[src/rtl/hash_probe_if.sv]
// Bus bundle between hash_probe and its neighbours: hash-block input, table memory port, result port.
// The probe block uses the slave modport; the surrounding pipeline or bench drives the master side.
interface hash_probe_if #(
    parameter int unsigned KEY_W = 200
);
    // hash block side
    logic [KEY_W-1:0] key;
    logic [31:0]      table_index;
    logic [1:0]       ctr_in;
    logic [31:0]      table_size;
    logic             stall;

    // table memory side
    logic             mem_rd_en;
    logic [31:0]      mem_rd_addr;
    logic             mem_busy;
    logic             mem_rsp_valid;
    logic             mem_rsp_occupied;
    logic [KEY_W-1:0] mem_rsp_key;

    // result side
    logic             res_valid;
    logic             res_stall;
    logic [KEY_W-1:0] res_key;
    logic [31:0]      res_index;
    logic [1:0]       res_ctr;
    logic             res_hit;
    logic             res_full;

    modport slave (
        input  key, table_index, ctr_in, table_size,
        input  mem_busy, mem_rsp_valid, mem_rsp_occupied, mem_rsp_key,
        input  res_stall,
        output stall, mem_rd_en, mem_rd_addr,
        output res_valid, res_key, res_index, res_ctr, res_hit, res_full
    );

    modport master (
        output key, table_index, ctr_in, table_size,
        output mem_busy, mem_rsp_valid, mem_rsp_occupied, mem_rsp_key,
        output res_stall,
        input  stall, mem_rd_en, mem_rd_addr,
        input  res_valid, res_key, res_index, res_ctr, res_hit, res_full
    );
endinterface

[src/rtl/hash_probe.sv]
// Resolves one key at a time against the in-memory hash table by linear probing: hit, miss or full.
// Optional counters stat_keys/stat_hits/stat_full/stat_probes exist only when HASH_PROBE_STATS_EN is defined.
module hash_probe #(
    parameter int unsigned MAX_PROBES = 16,
    parameter int unsigned KEY_W      = 200
) (
    input  logic        clk,
    input  logic        rst,
    hash_probe_if.slave bus
`ifdef HASH_PROBE_STATS_EN
    ,
    output logic [31:0] stat_keys,
    output logic [31:0] stat_hits,
    output logic [31:0] stat_full,
    output logic [47:0] stat_probes
`endif
);

    typedef enum logic [1:0] {
        S_IDLE,
        S_REQ,
        S_WAIT,
        S_DONE
    } state_t;

    localparam logic [16:0] MAX_P = 17'(MAX_PROBES);

    state_t      state;
    logic [31:0] cur_idx;
    logic [16:0] cnt;

    logic        accept;
    logic        rd_req;
    logic        rsp_seen;
    logic        key_match;
    logic        limit_hit;
    logic        terminal;
    logic        finish;
    logic [16:0] cnt_next;
    logic [31:0] idx_inc;
    logic [31:0] idx_wrap;

    // res_key/res_ctr double as the captured key and tag for the whole lookup.
    assign accept    = (state == S_IDLE) && (bus.ctr_in != 2'd0);
    assign rd_req    = (state == S_REQ) && !bus.mem_busy;
    assign rsp_seen  = (state == S_WAIT) && bus.mem_rsp_valid;
    assign key_match = bus.mem_rsp_occupied && (bus.mem_rsp_key == bus.res_key);
    assign cnt_next  = cnt + 17'd1;
    assign limit_hit = (cnt_next == MAX_P) || ({15'd0, cnt_next} == bus.table_size);
    assign terminal  = !bus.mem_rsp_occupied || key_match || limit_hit;
    assign finish    = rsp_seen && terminal;
    assign idx_inc   = cur_idx + 32'd1;
    assign idx_wrap  = (idx_inc == bus.table_size) ? 32'd0 : idx_inc;

    // The hash block must see back-pressure in the same cycle a key is taken.
    assign bus.stall       = (state != S_IDLE) || (bus.ctr_in != 2'd0);
    assign bus.mem_rd_en   = rd_req;
    assign bus.mem_rd_addr = cur_idx;

    // NOTE: sequential state uses non-blocking assignments so every register samples pre-edge values.
    always_ff @(posedge clk) begin
        if (rst) begin
            state         <= S_IDLE;
            cur_idx       <= '0;
            cnt           <= '0;
            bus.res_valid <= 1'b0;
            bus.res_key   <= '0;
            bus.res_index <= '0;
            bus.res_ctr   <= '0;
            bus.res_hit   <= 1'b0;
            bus.res_full  <= 1'b0;
        end else begin
            case (state)
                S_IDLE: begin
                    if (accept) begin
                        bus.res_key  <= bus.key;
                        bus.res_ctr  <= bus.ctr_in;
                        bus.res_hit  <= 1'b0;
                        bus.res_full <= 1'b0;
                        cur_idx      <= bus.table_index;
                        cnt          <= '0;
                        state        <= S_REQ;
                    end
                end
                S_REQ: begin
                    if (rd_req) begin
                        state <= S_WAIT;
                    end
                end
                S_WAIT: begin
                    if (rsp_seen) begin
                        cnt <= cnt_next;
                        if (terminal) begin
                            bus.res_valid <= 1'b1;
                            bus.res_index <= cur_idx;
                            bus.res_hit   <= key_match;
                            bus.res_full  <= bus.mem_rsp_occupied && !key_match;
                            state         <= S_DONE;
                        end else begin
                            cur_idx <= idx_wrap;
                            state   <= S_REQ;
                        end
                    end
                end
                S_DONE: begin
                    if (!bus.res_stall) begin
                        bus.res_valid <= 1'b0;
                        state         <= S_IDLE;
                    end
                end
                default: state <= S_IDLE;
            endcase
        end
    end

`ifdef HASH_PROBE_STATS_EN
    function automatic logic [31:0] sat32(input logic [31:0] v);
        return (&v) ? v : v + 32'd1;
    endfunction

    function automatic logic [47:0] sat48(input logic [47:0] v);
        return (&v) ? v : v + 48'd1;
    endfunction

    // Counters saturate rather than wrap so a long run never reports a small value.
    always_ff @(posedge clk) begin
        if (rst) begin
            stat_keys   <= '0;
            stat_hits   <= '0;
            stat_full   <= '0;
            stat_probes <= '0;
        end else begin
            if (accept) begin
                stat_keys <= sat32(stat_keys);
            end
            if (finish && key_match) begin
                stat_hits <= sat32(stat_hits);
            end
            if (finish && bus.mem_rsp_occupied && !key_match) begin
                stat_full <= sat32(stat_full);
            end
            if (rd_req) begin
                stat_probes <= sat48(stat_probes);
            end
        end
    end
`else
    logic unused_finish;
    assign unused_finish = finish;
`endif

endmodule

[src/flat_wrapper.sv]
// flat-port wrapper written by rule: the top's interface ports become plain ports
module hash_probe_flat 
#(
    parameter int unsigned MAX_PROBES = 16,
    parameter int unsigned KEY_W      = 200
)
  (clk, rst, bus_key, bus_table_index, bus_ctr_in, bus_table_size, bus_mem_busy, bus_mem_rsp_valid, bus_mem_rsp_occupied, bus_mem_rsp_key, bus_res_stall, bus_stall, bus_mem_rd_en, bus_mem_rd_addr, bus_res_valid, bus_res_key, bus_res_index, bus_res_ctr, bus_res_hit, bus_res_full);
  hash_probe_if #(.KEY_W(KEY_W)) bus_i ();
  input  logic clk;
  input  logic rst;
  input wire logic [$bits(bus_i.key)-1:0] bus_key;
  input wire logic [$bits(bus_i.table_index)-1:0] bus_table_index;
  input wire logic [$bits(bus_i.ctr_in)-1:0] bus_ctr_in;
  input wire logic [$bits(bus_i.table_size)-1:0] bus_table_size;
  input wire logic [$bits(bus_i.mem_busy)-1:0] bus_mem_busy;
  input wire logic [$bits(bus_i.mem_rsp_valid)-1:0] bus_mem_rsp_valid;
  input wire logic [$bits(bus_i.mem_rsp_occupied)-1:0] bus_mem_rsp_occupied;
  input wire logic [$bits(bus_i.mem_rsp_key)-1:0] bus_mem_rsp_key;
  input wire logic [$bits(bus_i.res_stall)-1:0] bus_res_stall;
  output wire logic [$bits(bus_i.stall)-1:0] bus_stall;
  output wire logic [$bits(bus_i.mem_rd_en)-1:0] bus_mem_rd_en;
  output wire logic [$bits(bus_i.mem_rd_addr)-1:0] bus_mem_rd_addr;
  output wire logic [$bits(bus_i.res_valid)-1:0] bus_res_valid;
  output wire logic [$bits(bus_i.res_key)-1:0] bus_res_key;
  output wire logic [$bits(bus_i.res_index)-1:0] bus_res_index;
  output wire logic [$bits(bus_i.res_ctr)-1:0] bus_res_ctr;
  output wire logic [$bits(bus_i.res_hit)-1:0] bus_res_hit;
  output wire logic [$bits(bus_i.res_full)-1:0] bus_res_full;
  assign bus_i.key = bus_key;
  assign bus_i.table_index = bus_table_index;
  assign bus_i.ctr_in = bus_ctr_in;
  assign bus_i.table_size = bus_table_size;
  assign bus_i.mem_busy = bus_mem_busy;
  assign bus_i.mem_rsp_valid = bus_mem_rsp_valid;
  assign bus_i.mem_rsp_occupied = bus_mem_rsp_occupied;
  assign bus_i.mem_rsp_key = bus_mem_rsp_key;
  assign bus_i.res_stall = bus_res_stall;
  assign bus_stall = bus_i.stall;
  assign bus_mem_rd_en = bus_i.mem_rd_en;
  assign bus_mem_rd_addr = bus_i.mem_rd_addr;
  assign bus_res_valid = bus_i.res_valid;
  assign bus_res_key = bus_i.res_key;
  assign bus_res_index = bus_i.res_index;
  assign bus_res_ctr = bus_i.res_ctr;
  assign bus_res_hit = bus_i.res_hit;
  assign bus_res_full = bus_i.res_full;
  hash_probe #(.MAX_PROBES(MAX_PROBES), .KEY_W(KEY_W)) u_core (.clk(clk), .rst(rst), .bus(bus_i));
endmodule
[config.mk]
export PLATFORM = sky130hd
export DESIGN_NAME = hash_probe_flat
export DESIGN_NICKNAME = d
export VERILOG_FILES = /design/src/rtl/hash_probe_if.sv /design/src/rtl/hash_probe.sv /design/src/flat_wrapper.sv
export SDC_FILE = /design/constraint.sdc
export NUM_CORES = 1
export LEC_CHECK = 0
export BUFFER_PORTS_ARGS = -buffer_cell sky130_fd_sc_hd__buf_2
export CAP_MARGIN = 30
export CORE_AREA = 4 4 285 287
export CTS_CLUSTER_DIAMETER = 50
export DETAILED_ROUTE_END_ITERATION = 6
export DIE_AREA = 0 0 289 291
export GPL_ROUTABILITY_DRIVEN = 1
export PLACE_DENSITY = 0.44
export SYNTH_ARGS = -nofsm -noshare
export SYNTH_HDL_FRONTEND = slang
export SYNTH_SLANG_ARGS = --single-unit
[constraint.sdc]
create_clock -name clk -period 6.3 [get_ports clk]
set_input_delay 0.63 -clock clk [delete_from_list [all_inputs] [get_ports clk]]
set_output_delay 0.63 -clock clk [all_outputs]
set_load 0.03 [all_outputs]
# Word level (Yosys, flattened, before mapping)
# Index checks and enable logic that the tools add are counted.
# W data, S select, Z words.
# classes
n_reduce_logical	24
n_eq_ne	13
muxes	25
add_sub_neg	2
# op_table
operator	n
$eq A200 B200 Y1	1
$mux W32	4
$pmux W32 S2	1
$mux W17	2
$pmux W17 S2	1
$add A32 B1 Y32 const B	1
$eq A17 B32 Y1	1
$eq A32 B32 Y1	1
$add A17 B1 Y17 const B	1
$eq A17 B5 Y1 const B	1
$reduce_and A4 Y1	4
$mux W2	5
$mux W1	8
$pmux W2 S4	1
$reduce_bool A2 Y1	4
$ne A2 B1 Y1 const B	3
$ne A2 B2 Y1 const B	3
$pmux W1 S2	3
$reduce_and A3 Y1	2
$logic_and A1 B1 Y1	5
$eq A2 B2 Y1 const B	2
$logic_or A1 B1 Y1	4
$logic_not A1 Y1	3
$eq A2 B1 Y1 const B	1
2 further kinds	2
# totals
reg_bits	288

# Longest topological paths before layout
# depth
depth_word	7
depth_mapped	14
depth_no_buf	10

# Worst setup path before layout
# No wires, ideal clock.
# synth_path
path_type	register to register
startpoint	register u_core.cnt[1]
endpoint	register u_core.cur_idx[10] (netlist: u_core.bus.mem_rd_addr[10])
setup_slack_ns	2.848
setup_time_ns	0.127
arrival_ns	3.325
synth_period_minus_slack_ns	3.452
n_path_buf	3
required_ns	6.173
stages_incl_launch_ff	14
cell_sequence	dfxtp_1 ha_1 buf_2 nand3_1 or3_1 nor4_2 xor3_1 or4_1 o211a_4 o21a_1 o211ai_2 buf_6 buf_12 o22ai_2
# synth_between
elab_chain_cells	6
elab_cells_between_ends	7
# synth_lines
item	line_no	rtl
start: declaration	hash_probe.sv:30	logic [16:0] cnt;
start signal: assignment	hash_probe.sv:92	cnt <= cnt_next;
$add A17 B1 Y17 (*)	hash_probe.sv:48	assign cnt_next = cnt + 17'd1;
$eq A17 B32 Y1 or $eq A17 B5 Y1 (tied branches)	hash_probe.sv:49	assign limit_hit = (cnt_next == MAX_P) || ({15'd0, cnt_next} == bus.table_size);
$logic_or A1 B1 Y1 (*)	hash_probe.sv:49	
$logic_or A1 B1 Y1 (*)	hash_probe.sv:50	assign terminal = !bus.mem_rsp_occupied || key_match || limit_hit;
$ne A2 B2 Y1 (no source line) (*)	-	
$reduce_and A4 Y1 (no source line) (*)	-	
end signal: assignment	hash_probe.sv:80	cur_idx <= bus.table_index;
end signal: assignment	hash_probe.sv:100	cur_idx <= idx_wrap;
end: declaration	hash_probe.sv:29	logic [31:0] cur_idx;
# Mark *: on every way between the ends. The rest lies on a longest branch, timed or not.
# A chain may end at the register's enable or synchronous reset.

# Final worst setup path
# layout_path
startpoint	register u_core.cnt[0]
endpoint	register u_core.bus.res_index[7]
# layout_between
elab_chain_cells	5
elab_cells_between_ends	6
# layout_lines
item	line_no	rtl
$add A17 B1 Y17 (*)	hash_probe.sv:48	
$eq A17 B32 Y1 or $eq A17 B5 Y1 (tied branches)	hash_probe.sv:49	
$logic_or A1 B1 Y1 (*)	hash_probe.sv:49	
$logic_or A1 B1 Y1 (*)	hash_probe.sv:50	
$reduce_and A3 Y1 (no source line) (*)	-	
end signal: assignment	hash_probe.sv:95	bus.res_index <= cur_idx;
end: declaration	hash_probe_if.sv:35	output res_valid, res_key, res_index, res_ctr, res_hit, res_full
# Marks and branches as above.

==> results.py <==
metrics = {
    "global_routing": {
        "pin_count_of_the_biggest_net_entering_global_routing": 146,
        "initial_antenna_violation_count": 64,
        "grt_overflow_total": 0,
        "groute.usage.overall": 0.2276,
        "grt_pass1_wl_um": 135000,
        "grt_pass1_vias": 16700,
    },
    "logic_synthesis": {
        "synth.top_cells.by_count": "nand2_1 (442), dfxtp_1 (288), a21oi_1 (258), xor2_1 (203), clkbuf_1 (96)",
        "mappedNetlistArea_um2": 15400,
        "netlist.area_leader.share": 0.3743,
        "yosys.cell_types.count": 78,
        "synth-main-ff-cell": "dfxtp_1",
        "synth_edf_count": 0,
        "syn_avg_cell_area_um2": 7.860,
        "syn-instance-count": 1960,
        "synth_warn": 0,
        "ys_top_cells_by_area": "dfxtp_1 (37%), xor2_1 (12%), nand2_1 (11%), a21oi_1 (8.4%), xnor2_1 (2.7%)",
        "synth-seq-area-share": 0.3743,
        "yosys_top_cell_by_area": "dfxtp_1",
        "synth_nets": 2434,
        "synth.most_common_cell": "nand2_1",
        "yosys_register_bits": 288,
        "postSynth.asyncResetShare": 0,
    },
    "place": {
        "detailed_placement_wirelength_estimate_um": 83040,
        "globalplace.congestion": 0.9141,
        "port-buffer-count": 742,
        "dpl_cell_area_um2": 20060,
    },
    "routing": {
        "detail_route.first_pass.iterations": 5,
        "num_vias": 17320,
        "drc_markers": 0,
        "drt-wirelength-per-cell_um": 26.89,
        "wirelength_um": 101000,
        "vias_per_cell": 4.611,
        "drtAntennaViolNets": 0,
        "initialDrtViolationCount": 1192,
    },
    "power": {
        "ir_drop_worst_case_vdd_uv": 193.4,
        "static-leakage-power_nw": 9.860,
        "power.density_cell_area_nw_per_um2": 321.8,
    },
    "sta": {
        "period_needed_ps": 4478,
        "share_of_the_clock_period_used_by_the_worst_path": 0.7107,
        "timing.setup.tns_ps": 0,
        "worst_slew_margin_rel": 0.3209,
        "maxSlewViolCount": 0,
        "max_clock_freq_ghz": 0.2233,
        "timing.final.hold_violations": 0,
        "final.setup_skew_ps": 34.92,
        "setup_repair_after_global_routing_missed_its_margin": "no",
        "tightestPinTransition_ps": 1009,
        "finalSetupViolCount": 0,
    },
    "cts": {
        "post-cts-setup-buffers": 0,
        "max-clock-path-buffers": 3,
        "cts.reportedPaths.clkPinSlew_ps": 60,
        "tritoncts_clock_tree": "done",
        "cts-buffers-inserted": 53,
        "cts_hold_buffers": 0,
        "clk_latency_ps": 610,
        "cts_root_buffer": "clkbuf_16",
        "depth_of_the_cts_h_tree": 2,
        "ctsResizeCount": 0,
        "cts.sinks": 288,
    },
    "critical_path": {
        "timing.reg2reg.worst_path_depth": 10,
        "critical_path.reg2reg.endpoint": "u_core.bus.res_index[7]",
        "critical_path_class": "flip-flop to flip-flop",
        "critPathCapture": "u_core.bus.res_index[7]",
        "setup.worst_path.start": "u_core.cnt[0]",
        "rr_startpoint": "u_core.cnt[0]",
        "worstSetupEndpointType": "flip-flop",
        "highest_net_fanout_along_the_worst_path": 34,
        "start_kind": "flip-flop",
        "timing.critical_path.arrival_ps": 4910,
        "cp.required_ps": 6730,
        "register_to_register_setup_slack_ps": 1820,
    },
    "finish": {
        "filler_cell_count": 8818,
        "post_route_cells_drive_above_1_share": 0.3378,
        "num-nets-final": 3117,
        "synthToLayoutAreaGrowth_pct": 42.71,
        "layout.area.seq_um2": 5766,
        "area_of_combinational_cells_with_multiple_inputs_um2": 8881,
        "final_area_um2": 21980,
    },
    "hold_path": {
        "worstHoldPathType": "input pin to flip-flop",
        "worst_hold_path_cells": 3,
    },
    "floorplan": {
        "die_w_um": 289,
        "floorplan.die.height_um": 291,
        "pin_count": 743,
        "fp.coreArea_um2": 78610,
        "placementRows": 103,
        "fp.dieArea_um2": 84100,
        "initial_core_utilization": 0.1960,
    },
    "status": {
        "outcome": "complete, no violations",
    },
    "flow_run": {
        "max_cap_violations": 0,
    },
}
per-stage QoR:
step           utilization  cells  hold slack [ps]  setup WS [ps]  total power, W
3_5_place_dp        0.2552   3637            452.4           1757        0.004152
3_3_place_gp        0.2543   3633            445.5           1622        0.004135
4_1_cts             0.2787   3737            216.7           1807        0.007158
5_1_grt             0.2792   3743            223.3           1538        0.007360
2_1_floorplan            -   1960            548.1           2848        0.003264
6_report            0.2796   3756            250.1           1822        0.007075
worst min path at each step:
stage | from | slack [ps] | endpoint
floorplan | u_core.cnt[16] | 550 | u_core.cnt[16]
CTS | bus_key[43] | 220 | u_core.bus.res_key[43]
finish | bus_key[133] | 250 | u_core.bus.res_key[133]
detailed placement | u_core.bus.res_full | 450 | u_core.bus.res_full
global placement | u_core.bus.res_full | 450 | u_core.bus.res_full
global route | bus_key[133] | 220 | u_core.bus.res_key[133]
worst max-delay path, cell delays in order, from the launching register on:
cell     delay [ps]
dfxtp_1         550
ha_1            440
nand3_1         270
or3_1           420
nor4_2          460
xor3_1          290
or4_1           570
o211a_4         310
nor2_8          660
mux2i_1         260
nor2_1           50
report_power, final:
part	switching [W]	total (W)	internal, W
logic	0.00127	0.00183	0.000562
clock network	0.00116	0.00298	0.00182
registers	0.000264	0.00226	0.00200
total	0.00269	0.00708	0.00439
layout by cell type, fill, tap and decap left out, types with 22 or more instances in the layout:
master and instances:
inv_1 40, nor2_1 70, nand4_1 41, dfxtp_1 288, a21oi_1 258, mux2i_1 36
a22oi_1 34, nor3_1 52, nand3_1 30, xnor2_1 48, o21ai_0 26, nor4_1 65
xor2_1 203, nand2_1 442, buf_2 742, clkbuf_16 54, o22ai_1 22
state kept, by name, indices dropped and copies added (netlist names):
name and cells:
u_core.bus.res_key 200, u_core.bus.res_hit 1, u_core.state 2, u_core.bus.res_full 1, u_core.bus.res_index 32, u_core.bus.mem_rd_addr 32
u_core.cnt 17, u_core.bus.res_valid 1, u_core.bus.res_ctr 2
cell type report:
class                      instances  share of cell area
clock inverter                    39             0.01924
inverter                          41            0.007001
tap                             1050             0.05976
sequential                       288              0.2623
antenna                           18            0.002049
multi-input combinational       1493              0.4040
timing repair buffer             766              0.1808
clock buffer                      61             0.06494
metal layers:
metal	up-vias	wire, um	global-route usage
met5	-	287	0
met4	42	3108	0.05733
met3	182	8891	0.07118
met2	756	50200	0.4043
met1	8127	38510	0.2643
li1	8213	-	-
logic make-up after synthesis:
family                   count (synthesis)  share of synthesized area
AO/OA/AOI/OAI                          415                     0.1621
XOR/XNOR                               252                     0.1442
adder cells (fa/ha/maj)                  2                   0.001624
buffers and inverters                  179                    0.05206
flip-flops                             288                     0.3743
multiplexers                            38                    0.02485
AND/OR/NAND/NOR                        786                     0.2408
(Power assumes the default switching activity.)
